==> config.mk <==
export PLATFORM = sky130hd
export DESIGN_NAME = tone_sequencer
export DESIGN_NICKNAME = d
export VERILOG_FILES = /design/src/rtl/tone_pkg.sv /design/src/rtl/tone_voice.sv /design/src/rtl/tone_sequencer.sv
export SDC_FILE = /design/constraint.sdc
export NUM_CORES = 1
export LEC_CHECK = 0
export CORE_UTILIZATION = 59
export CTS_CLUSTER_DIAMETER = 100
export DETAILED_ROUTE_END_ITERATION = 8
export GPL_TIMING_DRIVEN = 0
export PLACE_DENSITY = 0.88
export SLEW_MARGIN = 20
export SYNTH_ARGS = -nofsm -noshare
export SYNTH_HDL_FRONTEND = slang
export SYNTH_HIERARCHICAL = 1
export SYNTH_SLANG_ARGS = --single-unit
==> constraint.sdc <==
create_clock -name CLK -period 4.51 [get_ports CLK]
set_clock_uncertainty 0.15 [all_clocks]
set_input_delay 0.902 -clock CLK [delete_from_list [all_inputs] [get_ports CLK]]
set_output_delay 0.902 -clock CLK [all_outputs]
set_load 0.02 [all_outputs]
==> src/rtl/tone_pkg.sv <==
// Shared definitions for the tone sequencer: instruction fields,
// opcodes, FSM states and the semitone half-period table.
package tone_pkg;

  localparam logic [2:0] OP_SET_BPM = 3'd0;
  localparam logic [2:0] OP_END     = 3'd1;
  localparam logic [2:0] OP_JUMP    = 3'd2;

  localparam int F_SET      = 15;
  localparam int F_SEL_LSB  = 12;
  localparam int F_HOLD     = 11;
  localparam int F_DUR_LSB  = 8;
  localparam int F_OCT_LSB  = 4;
  localparam int F_SEMI_LSB = 0;

  // C0 at 50 MHz needs 21 bits before any octave shift.
  localparam int HALF_W = 21;

  localparam logic [HALF_W-1:0] HALF_C0  = 21'd1529052;
  localparam logic [HALF_W-1:0] HALF_CS0 = 21'd1443418;
  localparam logic [HALF_W-1:0] HALF_D0  = 21'd1362398;
  localparam logic [HALF_W-1:0] HALF_DS0 = 21'd1285347;
  localparam logic [HALF_W-1:0] HALF_E0  = 21'd1213592;
  localparam logic [HALF_W-1:0] HALF_F0  = 21'd1145213;
  localparam logic [HALF_W-1:0] HALF_FS0 = 21'd1081315;
  localparam logic [HALF_W-1:0] HALF_G0  = 21'd1020408;
  localparam logic [HALF_W-1:0] HALF_GS0 = 21'd963020;
  localparam logic [HALF_W-1:0] HALF_A0  = 21'd909091;
  localparam logic [HALF_W-1:0] HALF_AS0 = 21'd857927;
  localparam logic [HALF_W-1:0] HALF_B0  = 21'd809848;

  typedef enum logic [2:0] {
    S_FETCH,
    S_WAIT,
    S_DECODE,
    S_DIV,
    S_HOLD,
    S_HALT
  } state_e;

  function automatic logic [HALF_W-1:0] semi_half(
    input logic [3:0] semi
  );
    case (semi)
      4'd0:    return HALF_C0;
      4'd1:    return HALF_CS0;
      4'd2:    return HALF_D0;
      4'd3:    return HALF_DS0;
      4'd4:    return HALF_E0;
      4'd5:    return HALF_F0;
      4'd6:    return HALF_FS0;
      4'd7:    return HALF_G0;
      4'd8:    return HALF_GS0;
      4'd9:    return HALF_A0;
      4'd10:   return HALF_AS0;
      4'd11:   return HALF_B0;
      default: return '0;
    endcase
  endfunction

  function automatic logic [HALF_W-1:0] note_half(
    input logic [3:0] semi,
    input logic [3:0] oct
  );
    logic [3:0] sh;
    sh = (oct > 4'd8) ? 4'd8 : oct;
    return semi_half(semi) >> sh;
  endfunction

endpackage

==> src/rtl/tone_voice.sv <==
// One square-wave voice: toggles its output every `half` cycles
// once loaded; a zero half-period silences it.
module tone_voice
  import tone_pkg::*;
(
  input  logic              clk,
  input  logic              rst_n,
  input  logic              load_i,
  input  logic [HALF_W-1:0] half_i,
  output logic              out_o
);

  logic [HALF_W-1:0] half_q, half_d;
  logic [HALF_W-1:0] cnt_q, cnt_d;
  logic              out_q, out_d;

  always_comb begin
    half_d = half_q;
    cnt_d  = cnt_q;
    out_d  = out_q;
    if (load_i) begin
      half_d = half_i;
      cnt_d  = '0;
      if (half_i == '0) out_d = 1'b0;
    end else if (half_q != '0) begin
      if (cnt_q == half_q - 1'b1) begin
        cnt_d = '0;
        out_d = ~out_q;
      end else begin
        cnt_d = cnt_q + 1'b1;
      end
    end
  end

  always_ff @(posedge clk or negedge rst_n) begin
    if (!rst_n) begin
      half_q <= '0;
      cnt_q  <= '0;
      out_q  <= 1'b0;
    end else begin
      half_q <= half_d;
      cnt_q  <= cnt_d;
      out_q  <= out_d;
    end
  end

  assign out_o = out_q;

endmodule

==> src/rtl/tone_sequencer.sv <==
// Multi-voice SRAM-driven sequencer: fetch/decode FSM, tempo
// divider, sixteenth-beat tick counter and CHANNELS voices.
module tone_sequencer
  import tone_pkg::*;
#(
  parameter int          CHANNELS    = 4,
  parameter int          ADDR_W      = 18,
  parameter int          SRAM_LAT    = 2,
  parameter int unsigned CLK_HZ      = 50000000,
  parameter int          DEFAULT_BPM = 96
) (
  input  logic                CLK,
  input  logic                RST_N,
  input  logic                RUN,
  output logic [ADDR_W-1:0]   SRAM_A,
  output logic                SRAM_OE,
  input  logic [15:0]         SRAM_D,
  output logic                SPEAKER,
  output logic [CHANNELS-1:0] CH_OUT,
  output logic                TICK,
  output logic [ADDR_W-1:0]   PC,
  output logic                HALTED
);

  localparam logic [63:0] DVD64 = 64'(CLK_HZ) * 64'd15;
  localparam logic [31:0] DVD = DVD64[31:0];
  localparam logic [31:0] RST_PERIOD =
    32'(DVD64 / 64'(DEFAULT_BPM));
  localparam logic [2:0] LAT_LAST = 3'(SRAM_LAT - 1);

  state_e            state_q, state_d;
  logic [ADDR_W-1:0] pc_q, pc_d;
  logic [ADDR_W-1:0] addr_q, addr_d;
  logic              oe_q, oe_d;
  logic [15:0]       word_q, word_d;
  logic [2:0]        lat_q, lat_d;
  logic [3:0]        remain_q, remain_d;
  logic              halted_q, halted_d;
  logic [11:0]       div_q, div_d;
  logic [11:0]       drem_q, drem_d;
  logic [31:0]       dvd_q, dvd_d;
  logic [4:0]        dcnt_q, dcnt_d;
  logic [31:0]       period_q, period_d;
  logic [31:0]       active_q, active_d;
  logic [31:0]       tcnt_q, tcnt_d;
  logic              tick_q, tick_d;

  logic              is_set;
  logic [2:0]        sel;
  logic [11:0]       arg;
  logic [HALF_W-1:0] half;
  logic [12:0]       dsh;
  logic              dge;
  logic [31:0]       quot;
  logic              div_done;
  logic [CHANNELS-1:0] load_v;

  assign is_set = word_q[F_SET];
  assign sel    = word_q[F_SEL_LSB +: 3];
  assign arg    = word_q[11:0];
  assign half   = note_half(word_q[F_SEMI_LSB +: 4],
                            word_q[F_OCT_LSB +: 4]);

  // Restoring divide: shift one dividend bit into the remainder.
  assign dsh      = {drem_q, dvd_q[31]};
  assign dge      = dsh >= {1'b0, div_q};
  assign quot     = {dvd_q[30:0], dge};
  assign div_done = (state_q == S_DIV) && (dcnt_q == 5'd31);

  always_comb begin
    load_v = '0;
    for (int i = 0; i < CHANNELS; i++) begin
      load_v[i] = (state_q == S_DECODE) && !is_set &&
                  (sel == 3'(i));
    end
  end

  always_comb begin
    state_d  = state_q;
    pc_d     = pc_q;
    addr_d   = addr_q;
    oe_d     = oe_q;
    word_d   = word_q;
    lat_d    = lat_q;
    remain_d = remain_q;
    halted_d = halted_q;
    div_d    = div_q;
    drem_d   = drem_q;
    dvd_d    = dvd_q;
    dcnt_d   = dcnt_q;
    period_d = period_q;
    unique case (state_q)
      S_FETCH: begin
        if (RUN) begin
          addr_d  = pc_q;
          oe_d    = 1'b0;
          lat_d   = '0;
          state_d = S_WAIT;
        end
      end
      S_WAIT: begin
        if (lat_q == LAT_LAST) begin
          word_d  = SRAM_D;
          oe_d    = 1'b1;
          pc_d    = pc_q + 1'b1;
          state_d = S_DECODE;
        end else begin
          lat_d = lat_q + 3'd1;
        end
      end
      S_DECODE: begin
        state_d = S_FETCH;
        if (is_set) begin
          unique case (1'b1)
            sel == OP_SET_BPM: begin
              div_d   = (arg == '0) ? 12'd1 : arg;
              dvd_d   = DVD;
              drem_d  = '0;
              dcnt_d  = '0;
              state_d = S_DIV;
            end
            sel == OP_END: begin
              halted_d = 1'b1;
              state_d  = S_HALT;
            end
            sel == OP_JUMP: pc_d = ADDR_W'(arg);
            default: ;
          endcase
        end else if (word_q[F_HOLD]) begin
          remain_d = {1'b0, word_q[F_DUR_LSB +: 3]} + 4'd1;
          state_d  = S_HOLD;
        end
      end
      S_DIV: begin
        drem_d = dge ? 12'(dsh - {1'b0, div_q}) : dsh[11:0];
        dvd_d  = quot;
        dcnt_d = dcnt_q + 5'd1;
        if (div_done) begin
          period_d = quot;
          state_d  = S_FETCH;
        end
      end
      S_HOLD: begin
        if (tick_q) begin
          if (remain_q == 4'd1) state_d = S_FETCH;
          else remain_d = remain_q - 4'd1;
        end
      end
      S_HALT: ;
      default: state_d = S_FETCH;
    endcase
  end

  // A fresh quotient is forwarded if it lands on the wrap cycle.
  always_comb begin
    tcnt_d   = tcnt_q;
    tick_d   = 1'b0;
    active_d = active_q;
    if (RUN) begin
      if (tcnt_q + 32'd1 >= active_q) begin
        tcnt_d   = '0;
        tick_d   = 1'b1;
        active_d = div_done ? quot : period_q;
      end else begin
        tcnt_d = tcnt_q + 32'd1;
      end
    end
  end

  always_ff @(posedge CLK or negedge RST_N) begin
    if (!RST_N) begin
      state_q  <= S_FETCH;
      pc_q     <= '0;
      addr_q   <= '0;
      oe_q     <= 1'b1;
      word_q   <= '0;
      lat_q    <= '0;
      remain_q <= '0;
      halted_q <= 1'b0;
      div_q    <= 12'(DEFAULT_BPM);
      drem_q   <= '0;
      dvd_q    <= '0;
      dcnt_q   <= '0;
      period_q <= RST_PERIOD;
      active_q <= RST_PERIOD;
      tcnt_q   <= '0;
      tick_q   <= 1'b0;
    end else begin
      state_q  <= state_d;
      pc_q     <= pc_d;
      addr_q   <= addr_d;
      oe_q     <= oe_d;
      word_q   <= word_d;
      lat_q    <= lat_d;
      remain_q <= remain_d;
      halted_q <= halted_d;
      div_q    <= div_d;
      drem_q   <= drem_d;
      dvd_q    <= dvd_d;
      dcnt_q   <= dcnt_d;
      period_q <= period_d;
      active_q <= active_d;
      tcnt_q   <= tcnt_d;
      tick_q   <= tick_d;
    end
  end

  for (genvar i = 0; i < CHANNELS; i++) begin : g_voice
    tone_voice u_voice (
      .clk    (CLK),
      .rst_n  (RST_N),
      .load_i (load_v[i]),
      .half_i (half),
      .out_o  (CH_OUT[i])
    );
  end

  assign SRAM_A  = addr_q;
  assign SRAM_OE = oe_q;
  assign PC      = pc_q;
  assign TICK    = tick_q;
  assign HALTED  = halted_q;
  assign SPEAKER = |CH_OUT;

endmodule
==> summary.md, run 1 <==
| Metric | Value |
|---|---|
| Synth Warn # | `6` |
| Clk sinks | `394` |
| Synthesis-stage register bit count | `394` |
| Detailed-route via count | `21,161` |
| Library cells used by synthesis | `101` |
| Max VDD drop | `approximately 610 uV` |
| FF+latch area | `between 9000 and 10,000 sq um` |
| Core area | `40,100 sq um` |
| Register-to-Register Path Depth | `13` |
| Fin nets | `2,755` |
| Area leader, netlist | `dfrtp_1` |
| Largest net degree at the start of global routing | `103` |
| Root buffer cell | `clkbuf_16` |
| Hpwl dp | `about 47,000 um` |
| Drt total wl | `66,870 um` |
| Mapped Area | `24,170 sq um` |
| Setup crit start | `tcnt_q[3]` |
| Final Instance Area | `27,190 sq um` |
| Final hold slack | `0.1324 ns` |
| Critical Path End Type | `flop` |
| GR Util met2 | `0.5295` |
| TritonCTS clock tree | `yes` |
| Multi-input logic area | `approximately 13,000 sq um` |
| Synth Net Count | `2,625` |
| Setup slack, reg-to-reg | `0.11 ns` |
| Clock tree buffer depth | `3` |
| Worst r2r dst | `active_q[11]` |
| Total CTS buffers | `42` |
| Met1 Track Usage GR | `0.4227` |
| CP Max Fanout | `10` |
| Worst setup SP type | `flop` |
| Post-route antenna net violation count | `0` |
| Area Growth Syn to Fin | `12.49%` |
| Clock transition at the registers of the reported paths | `0.07 ns` |
| Fraction of layout cells with a size suffix above 1 | `0.1508` |
| Hold WC Path Type | `in2async` |
| Grt peak-use layer | `met2` |
| 1st-pass router iterations | `6` |
| Final Max Tran Viols | `0` |
| MaxCap Viol Count | `0` |
| Async SR Flop Fraction | `1.000` |
| Vias in the first global route | `~21,000` |
| Minimum clock period | `4.404 ns` |
| CP endpoint | `active_q[11]` |
| Final Hold Fails | `0` |
| Die width | `204.4 um` |
| Port bufs | `62` |
| Most frequent cell after synthesis | `dfrtp_1` |
| I/O pin total | `63` |
| Fmax | `roughly 0.23 GHz` |
| Ranking of synthesized cells by area | `dfrtp_1 (38%), mux2_2 (6.2%), xnor2_1 (3.5%)` |
| Main synth FF type | `dfrtp_1` |
| Seq/Total Area, Yosys | `0.4094` |
| Setup TNS | `0 ns` |
| Post-synth EDFFs | `0` |
| DRC Markers | `0` |
| Worst slew pin tran | `roughly 1.2 ns` |
| Worst Path Required | `4.82 ns` |
| Max H-tree Level | `2` |
| Final setup vio count | `0` |
| Static Leak | `11.97 nW` |
| Initial antenna violation count | `0` |
| CP Class | `reg2reg` |
| Die Height | `204.4 um` |
| Total power | `0.02006 W` |
| Clk_lat worst skew | `0.57 ns` |
| PD cells | `737.6 nW/um^2` |
| Initial DRC Count | `2,441` |
| First-pass GRT wire length | `107,900 um` |
| Synth top cells by count | `dfrtp_1 (365), nand2_1 (207), o21ai_0 (164)` |
| Crit path arrival time | `4.71 ns` |
| Drt wl/cell | `20.74 um` |
| Slew HR | `0.1817` |
| Via density | `6.562` |
| Place WS | `-0.2267 ns` |
| Setup ws final | `approximately 0.11 ns` |
| Dpl cell area | `~26,000 sq um` |
| Status | `complete, no violations` |
| Syn Inst Count | `2,538` |
| Final Wtd Congestion | `0.9232` |
| Mean Syn Cell Area | `9.525 sq um` |
| Starting Density | `0.6029` |
| Met3 Use GR | `0.04448` |
| Top cell type's share of synthesized area | `0.3778` |
| Die area | `roughly 42,000 sq um` |
| Tot GR Track Use | `0.3222` |
| FILL cells | `2,982` |
| Final Cycle Share | `0.9764` |
| Site Rows | `73` |
| Hold-fix buffers, CTS | `0` |
| Worst R2R Start | `tcnt_q[3]` |
| Overflow after GRT | `0` |
==> worst min path at each step <==
stage / cells past startpoint / end / from
finish: 1 / g_voice[1].u_voice/cnt_q[1] / RST_N
global route: 1 / g_voice[1].u_voice/cnt_q[6] / RST_N
CTS: 1 / g_voice[1].u_voice/cnt_q[1] / RST_N
detailed placement: 1 / active_q[31] / active_q[31]
global placement: 2 / drem_q[11] / drem_q[11]
floorplan: 2 / period_q[1] / period_q[1]
==> routing by layer <==
metal	wire length [um]	part of all wire
met1	27620	0.41
met2	32250	0.48
met3	4347	0.065
met4	2656	0.040
met5	0	0
==> layout by cell type (no fill, tap or decap), drive strengths merged, types with 16 or more instances in the layout <==
| cell | instances |
|---|---|
| dfrtp | 365 |
| clkbuf | 128 |
| nor3 | 49 |
| o311ai | 21 |
| nor2 | 138 |
| nand3 | 129 |
| inv | 148 |
| xor2 | 65 |
| nor4 | 59 |
| buf | 87 |
| a22o | 52 |
| a21o | 29 |
| o31ai | 21 |
| mux2i | 26 |
| a21oi | 114 |
| or4 | 24 |
| nand2 | 208 |
| o21ai | 195 |
| nand4 | 57 |
| clkdlybuf4s50 | 61 |
| or2 | 16 |
| mux2 | 162 |
| dfstp | 29 |
| nor2b | 16 |
| o22ai | 21 |
| or3 | 20 |
| and3 | 33 |
| xnor2 | 97 |
| nand2b | 16 |
| ha | 67 |
==> where the power goes <==
group / leakage, nW / internal (W) / switching, W / total (W)
combinational: 6.11 / 0.00425 / 0.00693 / 0.0112
clock: 0.688 / 0.00210 / 0.00148 / 0.00358
sequential: 5.17 / 0.00435 / 0.000946 / 0.00530
total: 12.0 / 0.0107 / 0.00936 / 0.0201
==> cell type report <==
type                    count  share of cell area
inverters                 147             0.02029
repair buffers             87             0.03230
clock buffers              59             0.04436
well taps                 525             0.02416
flip-flops and latches    394              0.3639
multi-input cells        1866              0.4841
clock inverters            16            0.007224
diodes                      1          0.00009203
plain buffers             130             0.02351
==> timing repair <==
item / 4_1_cts / 5_1_grt
setup buffers: 2 / 12
setup endpoints to repair: 4 / 69
resized for setup: 2 / 13
pin swaps: 1 / 3
==> cell families (layout without fill, tap and decap cells) <==
kind of cell               after synthesis  after routing  synth area share
and+or+nand+nor                        833            833            0.1862
xor gates and xnor gates               162            162           0.05901
AOI/OAI and AO/OA                      615            615            0.1701
other                                    0              1                 0
adders and majority gates               68             68           0.03551
buffers and inverters                  278            439           0.04928
DFF                                    394            394            0.4094
muxes                                  188            188           0.09058
==> through the flow <==
step / util / std cells
4_1_cts: 0.6748 / 3213
5_1_grt: 0.6781 / 3224
6_report: 0.6782 / 3225
3_5_place_dp: 0.6392 / 3136
3_3_place_gp: 0.6347 / 3125
2_1_floorplan: - / 2538
==> critical path, cell delays in order, from the launching register on <==
cell and delay [ns]:
dfrtp_1 0.46, nand3_1 0.29, nand2b_1 0.43, nor3_4 0.41, nand3_1 0.15, xnor2_1 0.19, ha_1 0.33, nand4_1 0.18
nor4_2 0.41, o211ai_1 0.22, a31oi_4 0.34, o21ai_4 0.16, buf_6 0.23, mux2_4 0.31
==> state kept, by name (all words and copies together) (netlist names), 4 cells and up <==
register                count
dcnt_q                      5
active_q                   32
dvd_q                      32
tcnt_q                     32
SRAM_A                     18
g_voice.u_voice/cnt_q      84
word_q                     16
div_q                      12
remain_q                    4
g_voice.u_voice/out_o       4
PC                         18
period_q                   32
g_voice.u_voice/half_q     84
drem_q                     12
Power figures use the tool's default switching activity.
==> run 2, diff against run 1 <==
--- a/config.mk
+++ b/config.mk
@@ -5,11 +5,13 @@
 export SDC_FILE = /design/constraint.sdc
 export NUM_CORES = 1
 export LEC_CHECK = 0
+export CORE_ASPECT_RATIO = 0.9
 export CORE_UTILIZATION = 59
 export CTS_CLUSTER_DIAMETER = 100
 export DETAILED_ROUTE_END_ITERATION = 8
 export GPL_TIMING_DRIVEN = 0
-export PLACE_DENSITY = 0.88
+export HOLD_SLACK_MARGIN = 0.15
+export PLACE_DENSITY = 0.81
 export SLEW_MARGIN = 20
 export SYNTH_ARGS = -nofsm -noshare
 export SYNTH_HDL_FRONTEND = slang
==> run 2 against run 1 <==
Net effect:
- sequential power about the same
- sequential cell count unchanged
- first-iteration DRC count decreased by 24%
- final cell count unchanged
- non-clock buffer count decreased by 6
- fmax increased by 1.9%
- routed wire length decreased by 2.7%
- register-to-register slack improved by 0.08 ns
- via count decreased by 2.1%
- final area decreased by 0.11%
- sequential share of layout area about the same
- critical path depth increased by 2
- critical path type unchanged
- largest power group unchanged
==> summary.md, run 2 (synthesized netlist as in run 1, its figures left out) <==
| Metric | Value |
|---|---|
| Status | `complete, no violations` |
| Top Registers | `g_voice.u_voice/cnt_q x84, g_voice.u_voice/half_q x84` |
| Die area | `41,790 sq um (about the same)` |
| Site Rows | `69 (-5.5%)` |
| RSZ-0062 raised after global routing | `false` |
| Initial antenna violation count | `0 (unchanged)` |
| Commonest non-fill, non-tap cell in the layout | `dfrtp_1` |
| PD cells | `734.8 nW/um^2 (-0.38%)` |
| Met2 routed WL | `31,990 um (-0.79%)` |
| Final hold slack | `0.3455 ns (+0.2131 ns)` |
| Final setup vio count | `0 (unchanged)` |
| Hold WC Path Type | `reg2reg` |
| Worst slew pin tran | `1.156 ns (-0.07137 ns)` |
| Drt total wl | `65,080 um (-2.7%)` |
| Final Instance Area | `27,160 sq um (-0.11%)` |
| Crit path top cell by count | `nand2_1` |
| Final Hold Fails | `0 (unchanged)` |
| DR WL met3 | `3663 um (-16%)` |
| Core area | `39,970 sq um (-0.31%)` |
| Max VDD drop | `370.8 uV (-39%)` |
| ANT cells | `0 (-1)` |
| Largest net degree at the start of global routing | `97 (-5.8%)` |
| FF+latch area | `9896 sq um (unchanged)` |
| Worst R2R Start | `tcnt_q[10]` |
| Drt wl/cell | `20.18 um (-2.7%)` |
| Total CTS buffers | `41 (-2.4%)` |
| 1st-pass router iterations | `6 (unchanged)` |
| Dpl cell area | `25,650 sq um (about the same)` |
| Hold path start | `period_q[3]` |
| Final Wtd Congestion | `0.9722 (+5.3%)` |
| Finished Layout Cells | `3,225 (unchanged)` |
| Multi-input logic area | `13,150 sq um (-0.15%)` |
| Placed Cells incl. Taps | `3,145 (+0.29%)` |
| Worst setup SP type | `flop` |
| Place WS | `-0.1423 ns (+0.08431 ns)` |
| Hpwl dp | `46,680 um (-1.3%)` |
| Crit-path max cell delay | `0.47 ns (about the same)` |
| Setup crit start | `tcnt_q[10]` |
| Final Max Tran Viols | `0 (unchanged)` |
| Starting Density | `0.6048 (+0.001887)` |
| Fraction of layout cells with a size suffix above 1 | `0.1463 (-0.004491)` |
| Vias in the first global route | `20,393 (-1.4%)` |
| Die Height | `194.0 um (-5.1%)` |
| Static Leak | `11.93 nW (-0.37%)` |
| Port bufs | `62 (unchanged)` |
| Worst Path Required | `4.82 ns (about the same)` |
| Slew HR | `0.2264 (+0.04473)` |
| Detailed-route via count | `20,724 (-2.1%)` |
| FILL cells | `3,052 (+2.3%)` |
| Clock transition at the registers of the reported paths | `0.06 ns (about the same)` |
| First-pass GRT wire length | `105,800 um (-1.9%)` |
| TritonCTS clock tree | `yes` |
| Final Cycle Share | `0.9581 (-0.01828)` |
| Fin nets | `2,748 (-0.25%)` |
| Post-route antenna net violation count | `0 (unchanged)` |
| Max layer used | `met4` |
| Root buffer cell | `clkbuf_16` |
| Via density | `6.426 (-2.1%)` |
| Crit path arrival time | `4.64 ns (-0.07 ns)` |
| Overflow after GRT | `0 (unchanged)` |
| Area Growth Syn to Fin | `12.37%` |
| Worst path cell trace | `and4_4 -> nand2_1 -> or3_4 -> nor3_4 -> nand3_1 -> xnor2_1 -> ha_1 -> nand4_2 -> nor4_4 -> o211ai_1 -> a31oi_4 -> nor2_1 -> buf_2 -> nand2_1 -> o21ai_0` |
| Clock tree buffer depth | `3 (unchanged)` |
| Initial DRC Count | `1,856 (-24%)` |
| CP Class | `reg2reg` |
| DRC Markers | `0 (unchanged)` |
| Max H-tree Level | `2 (unchanged)` |
| Most frequent cells in the layout | `dfrtp_1 (365), nand2_1 (207), o21ai_0 (164)` |
| Fmax | `0.2314 GHz (+1.9%)` |
| Clk_lat worst skew | `0.59 ns (+0.02 ns)` |
| Die width | `215.4 um (+5.4%)` |
| Tot GR Track Use | `0.3084 (-0.01385)` |
| Routed metal-1 wire length | `27,460 um (-0.58%)` |
| Post-layout util | `0.6795 (+0.001372)` |
| Slowest cell on crit path | `dfrtp_1` |
| Minimum clock period | `4.321 ns (-0.08246 ns)` |
| Critical Path End Type | `flop` |
| Clk sinks | `394 (unchanged)` |
| CP Max Fanout | `10 (unchanged)` |
| MaxCap Viol Count | `0 (unchanged)` |
| I/O pin total | `63 (unchanged)` |
| Setup ws final | `0.1889 ns (+0.08246 ns)` |
[run 2: cell types whose count changed in the layout (fill, tap and decap cells not counted), moves of 2 or more]
cell             before  now
clkbuf_1             75   78
buf_4                18   10
nor4_2               11    9
clkdlybuf4s18_2       0    2
clkbuf_2              3    1
nor4b_1               5    7
clkbuf_16            43   41
nor4b_2               2    0
[run 2: final timing paths]
check | slack [ns] | cells after the start | to
hold / removal | 0.35 | 1 | period_q[3]
max in group asynchronous | 1.79 | 5 | active_q[7]
setup reg to reg | 0.19 | 15 | tcnt_q[23]
hold reg to reg | 0.35 | 1 | period_q[3]
min in group asynchronous | 0.69 | 2 | g_voice[1].u_voice/cnt_q[5]
setup / recovery | 0.19 | 15 | tcnt_q[23]
[run 2: layout make-up]
| type | count | share of cell area |
|---|---|---|
| multi-input cells | 1866 | 0.4839 |
| flip-flops and latches | 394 | 0.3643 |
| clock buffers | 58 | 0.04233 |
| repair buffers | 81 | 0.03105 |
| well taps | 532 | 0.02451 |
| plain buffers | 130 | 0.02358 |
| inverters | 147 | 0.02031 |
| clock inverters | 17 | 0.009950 |
[run 2: report_power, final]
| part | internal, W | leakage, nW | total (W) | switching [W] |
|---|---|---|---|---|
| registers | 0.00435 | 5.17 | 0.00533 | 0.000979 |
| logic | 0.00423 | 6.07 | 0.0110 | 0.00681 |
| clock network | 0.00209 | 0.688 | 0.00359 | 0.00150 |
| total | 0.0107 | 11.9 | 0.0200 | 0.00928 |
[run 2: layer usage]
layer / vias up / GRT usage
met3: 144 / 0.04518
li1: 9573 / -
met1: 10330 / 0.4016
met2: 677 / 0.5269
met4: 0 / 0.1022
met5: - / 0
[run 2: worst max-delay path: cells and delay by family, from the launching register on]
family	cells	cell delay [ns]
AO/OA/AOI/OAI	3	0.68
XOR/XNOR	1	0.21
adder cells (fa/ha/maj)	1	0.34
buffers and inverters	1	0.21
flip-flops	1	0.47
AND/OR/NAND/NOR	9	2.14
[run 2: repair_timing]
item                       in CTS  in global routing
buffers inserted                0                  5
setup endpoints to repair       4                 67
gates resized for setup         3                 10
hold buffers                    1                  0
pin swaps                       0                  2
hold endpoints to repair       49                  0
[run 2: per-stage QoR]
step	total power [W]	TNS [ns]
6_report	0.01996	0
5_1_grt	0.02113	0
4_1_cts	0.01975	0
3_5_place_dp	0.01602	-0.2707
3_3_place_gp	0.01556	-5531.20
2_1_floorplan	0.01288	0
==> run 3, diff against run 2 <==
--- a/config.mk
+++ b/config.mk
@@ -6,12 +6,14 @@
 export NUM_CORES = 1
 export LEC_CHECK = 0
 export CORE_ASPECT_RATIO = 0.9
+export CORE_MARGIN = 10
 export CORE_UTILIZATION = 59
 export CTS_CLUSTER_DIAMETER = 100
 export DETAILED_ROUTE_END_ITERATION = 8
 export GPL_TIMING_DRIVEN = 0
 export HOLD_SLACK_MARGIN = 0.15
 export PLACE_DENSITY = 0.81
+export SKIP_CTS_REPAIR_TIMING = 1
 export SLEW_MARGIN = 20
 export SYNTH_ARGS = -nofsm -noshare
 export SYNTH_HDL_FRONTEND = slang
==> run 3 against run 2 <==
Net effect:
- first-iteration DRC count rose by 7.4%
- core utilization fell by 0.84 points
- register-to-register slack got worse by 0.02 ns
- worst setup slack got worse by 0.016 ns
- critical path type unchanged
==> summary.md, run 3 (synthesized netlist as in run 1, its figures left out) <==
| Metric | Value |
|---|---|
| Core area | `40,550 sq um (+1.4%)` |
| Overflow after GRT | `0 (unchanged)` |
| Fmax | `0.2306 GHz (-0.38%)` |
| Max VDD drop | `415.9 uV (+12%)` |
| Initial DRC Count | `1,993 (+7.4%)` |
| Crit-path leading delay family | `compound AO/OA/AOI/OAI gates` |
| Final Wtd Congestion | `0.9939 (+2.2%)` |
| Met2 routed WL | `31,520 um (-1.5%)` |
| CP Max Fanout | `10 (unchanged)` |
| MaxCap Viol Count | `0 (unchanged)` |
| DR WL met3 | `4724 um (+29%)` |
| Top Registers | `g_voice.u_voice/cnt_q x84, g_voice.u_voice/half_q x84` |
| FF+latch area | `9896 sq um (unchanged)` |
| Die area | `49,480 sq um (+18%)` |
| Final hold slack | `0.3398 ns (-0.005753 ns)` |
| Most frequent cells in the layout | `dfrtp_1 (365), nand2_1 (207), o21ai_0 (164)` |
| Vias in the first global route | `20,475 (+0.40%)` |
| Worst slew pin tran | `1.227 ns (+0.07061 ns)` |
| I/O pin total | `63 (unchanged)` |
| Final Cycle Share | `0.9617 (+0.003635)` |
| Final Hold Fails | `0 (unchanged)` |
| Critical Path End Type | `flop` |
| Largest net degree at the start of global routing | `89 (-8.2%)` |
| Status | `complete, no violations` |
| Crit path buffers/inverters | `2 (+1)` |
| DRC Markers | `0 (unchanged)` |
| Worst r2r dst | `g_voice[3].u_voice/out_o` |
| Clk sinks | `394 (unchanged)` |
| Die Height | `212.0 um (+9.3%)` |
| Fraction of layout cells with a size suffix above 1 | `0.1496 (+0.003324)` |
| Worst path cell trace | `clkbuf_2 -> inv_1 -> ha_1 -> mux2_2 -> o21ai_0 -> o21ai_0 -> a21oi_1 -> nand2b_1 -> a21oi_1 -> nor4_1 -> nand4_1 -> nor4_1 -> a21o_1 -> a31o_2` |
| Minimum clock period | `4.337 ns (+0.01640 ns)` |
| Hold path start | `HALTED` |
| Placed Cells incl. Taps | `3,151 (+0.19%)` |
| FILL cells | `3,115 (+2.1%)` |
| Crit path arrival time | `4.68 ns (+0.04 ns)` |
| TritonCTS clock tree | `yes` |
| Final Instance Area | `27,210 sq um (+0.19%)` |
| Slowest cell on crit path | `a21oi_1` |
| Worst R2R Start | `word_q[0]` |
| ANT cells | `0 (unchanged)` |
| Setup slack, reg-to-reg | `0.17 ns (-0.02 ns)` |
| Max layer used | `met5` |
| Finished Layout Cells | `3,240 (+0.47%)` |
| Hold WC Path Type | `reg2reg` |
| Site Rows | `70 (+1.4%)` |
| Worst setup SP type | `flop` |
| Total CTS buffers | `43 (+4.9%)` |
| PD cells | `741.5 nW/um^2 (+0.92%)` |
| Clk_lat worst skew | `0.61 ns (+0.02 ns)` |
| Multi-input logic area | `13,160 sq um (+0.13%)` |
| Hpwl dp | `47,550 um (+1.9%)` |
| Starting Density | `0.5961 (-0.008639)` |
| Root buffer cell | `clkbuf_16` |
| Port bufs | `62 (unchanged)` |
| First-pass GRT wire length | `108,600 um (+2.7%)` |
| Max H-tree Level | `2 (unchanged)` |
| Hold depth | `1 (unchanged)` |
| Commonest non-fill, non-tap cell in the layout | `dfrtp_1` |
| Routed metal-1 wire length | `27,990 um (+1.9%)` |
| CP Class | `reg2reg` |
| Clock tree buffer depth | `3 (unchanged)` |
| Register-to-Register Path Depth | `14 (-1)` |
| Dpl cell area | `25,650 sq um (about the same)` |
| Crit-path max cell delay | `0.77 ns (+0.30 ns)` |
| Post-route antenna net violation count | `0 (unchanged)` |
| Drt total wl | `66,120 um (+1.6%)` |
| Die width | `233.4 um (+8.4%)` |
| Slew HR | `0.1822 (-0.04422)` |
| Area Growth Syn to Fin | `12.58%` |
| WHS Endpoint | `HALTED` |
| Final setup vio count | `0 (unchanged)` |
| Clock transition at the registers of the reported paths | `0.07 ns (about the same)` |
| 1st-pass router iterations | `6 (unchanged)` |
| Tot GR Track Use | `0.2678 (-0.04054)` |
| Worst Path Required | `4.86 ns (+0.04 ns)` |
| RSZ-0062 raised after global routing | `false` |
| Final Max Tran Viols | `0 (unchanged)` |
| Drt wl/cell | `20.41 um (+1.1%)` |
| Detailed-route via count | `20,873 (+0.72%)` |
| Static Leak | `11.94 nW (about the same)` |
| Initial antenna violation count | `1 (+1)` |
| Fin nets | `2,753 (+0.18%)` |
| Via density | `6.442 (+0.25%)` |
==> run 3: layout make-up <==
type | instances | share of cell area
timing repair buffer | 84 | 0.03163
inverter | 147 | 0.02028
tap | 540 | 0.02483
clock buffer | 60 | 0.04336
buffer | 130 | 0.02349
clock inverter | 19 | 0.009103
sequential | 394 | 0.3636
multi-input combinational | 1866 | 0.4837
==> run 3: worst max path at each step <==
stage	from	endpoint	slack, ns	cells after the start
floorplan	tcnt_q[10]	active_q[31]	0.85	14
global placement	RST_N	tcnt_q[24]	-14.49	1
detailed placement	word_q[0]	g_voice[3].u_voice/out_o	-0.15	15
CTS	word_q[0]	g_voice[3].u_voice/out_o	-0.19	15
global route	word_q[0]	g_voice[3].u_voice/out_o	0.009	14
finish	word_q[0]	g_voice[3].u_voice/out_o	0.17	14
==> run 3: worst register-to-register path: cells and delay by family (launching register included) <==
kind,cells,cell delay [ns]
compound gates,6,2.11
fa+ha+maj,1,0.38
buf+inv,2,0.46
flops,1,0.46
mux,1,0.28
simple gates,4,0.40
==> run 3: metal layers <==
layer / GRT usage / vias up
li1: - / 9582
met1: 0.3539 / 10289
met2: 0.4355 / 837
met3: 0.04904 / 163
met4: 0.09195 / 2
met5: 0 / -
==> run 3: power by group <==
part | total, W | switching (W) | leakage, nW | internal (W)
sequential | 0.00531 | 0.000960 | 5.17 | 0.00435
clock | 0.00359 | 0.00155 | 0.682 | 0.00204
combinational | 0.0113 | 0.00699 | 6.08 | 0.00428
==> run 3: through the flow <==
stage          setup slack, ns  setup TNS, ns  power, W    util
6_report                0.1726              0   0.02018  0.6711
5_1_grt               0.009380              0   0.02143  0.6711
4_1_cts                -0.1899        -0.6001   0.01980  0.6678
3_5_place_dp           -0.1516        -0.4506   0.01611  0.6326
3_3_place_gp            -14.49       -5541.36   0.01567  0.6281
2_1_floorplan           0.8520              0   0.01288       -
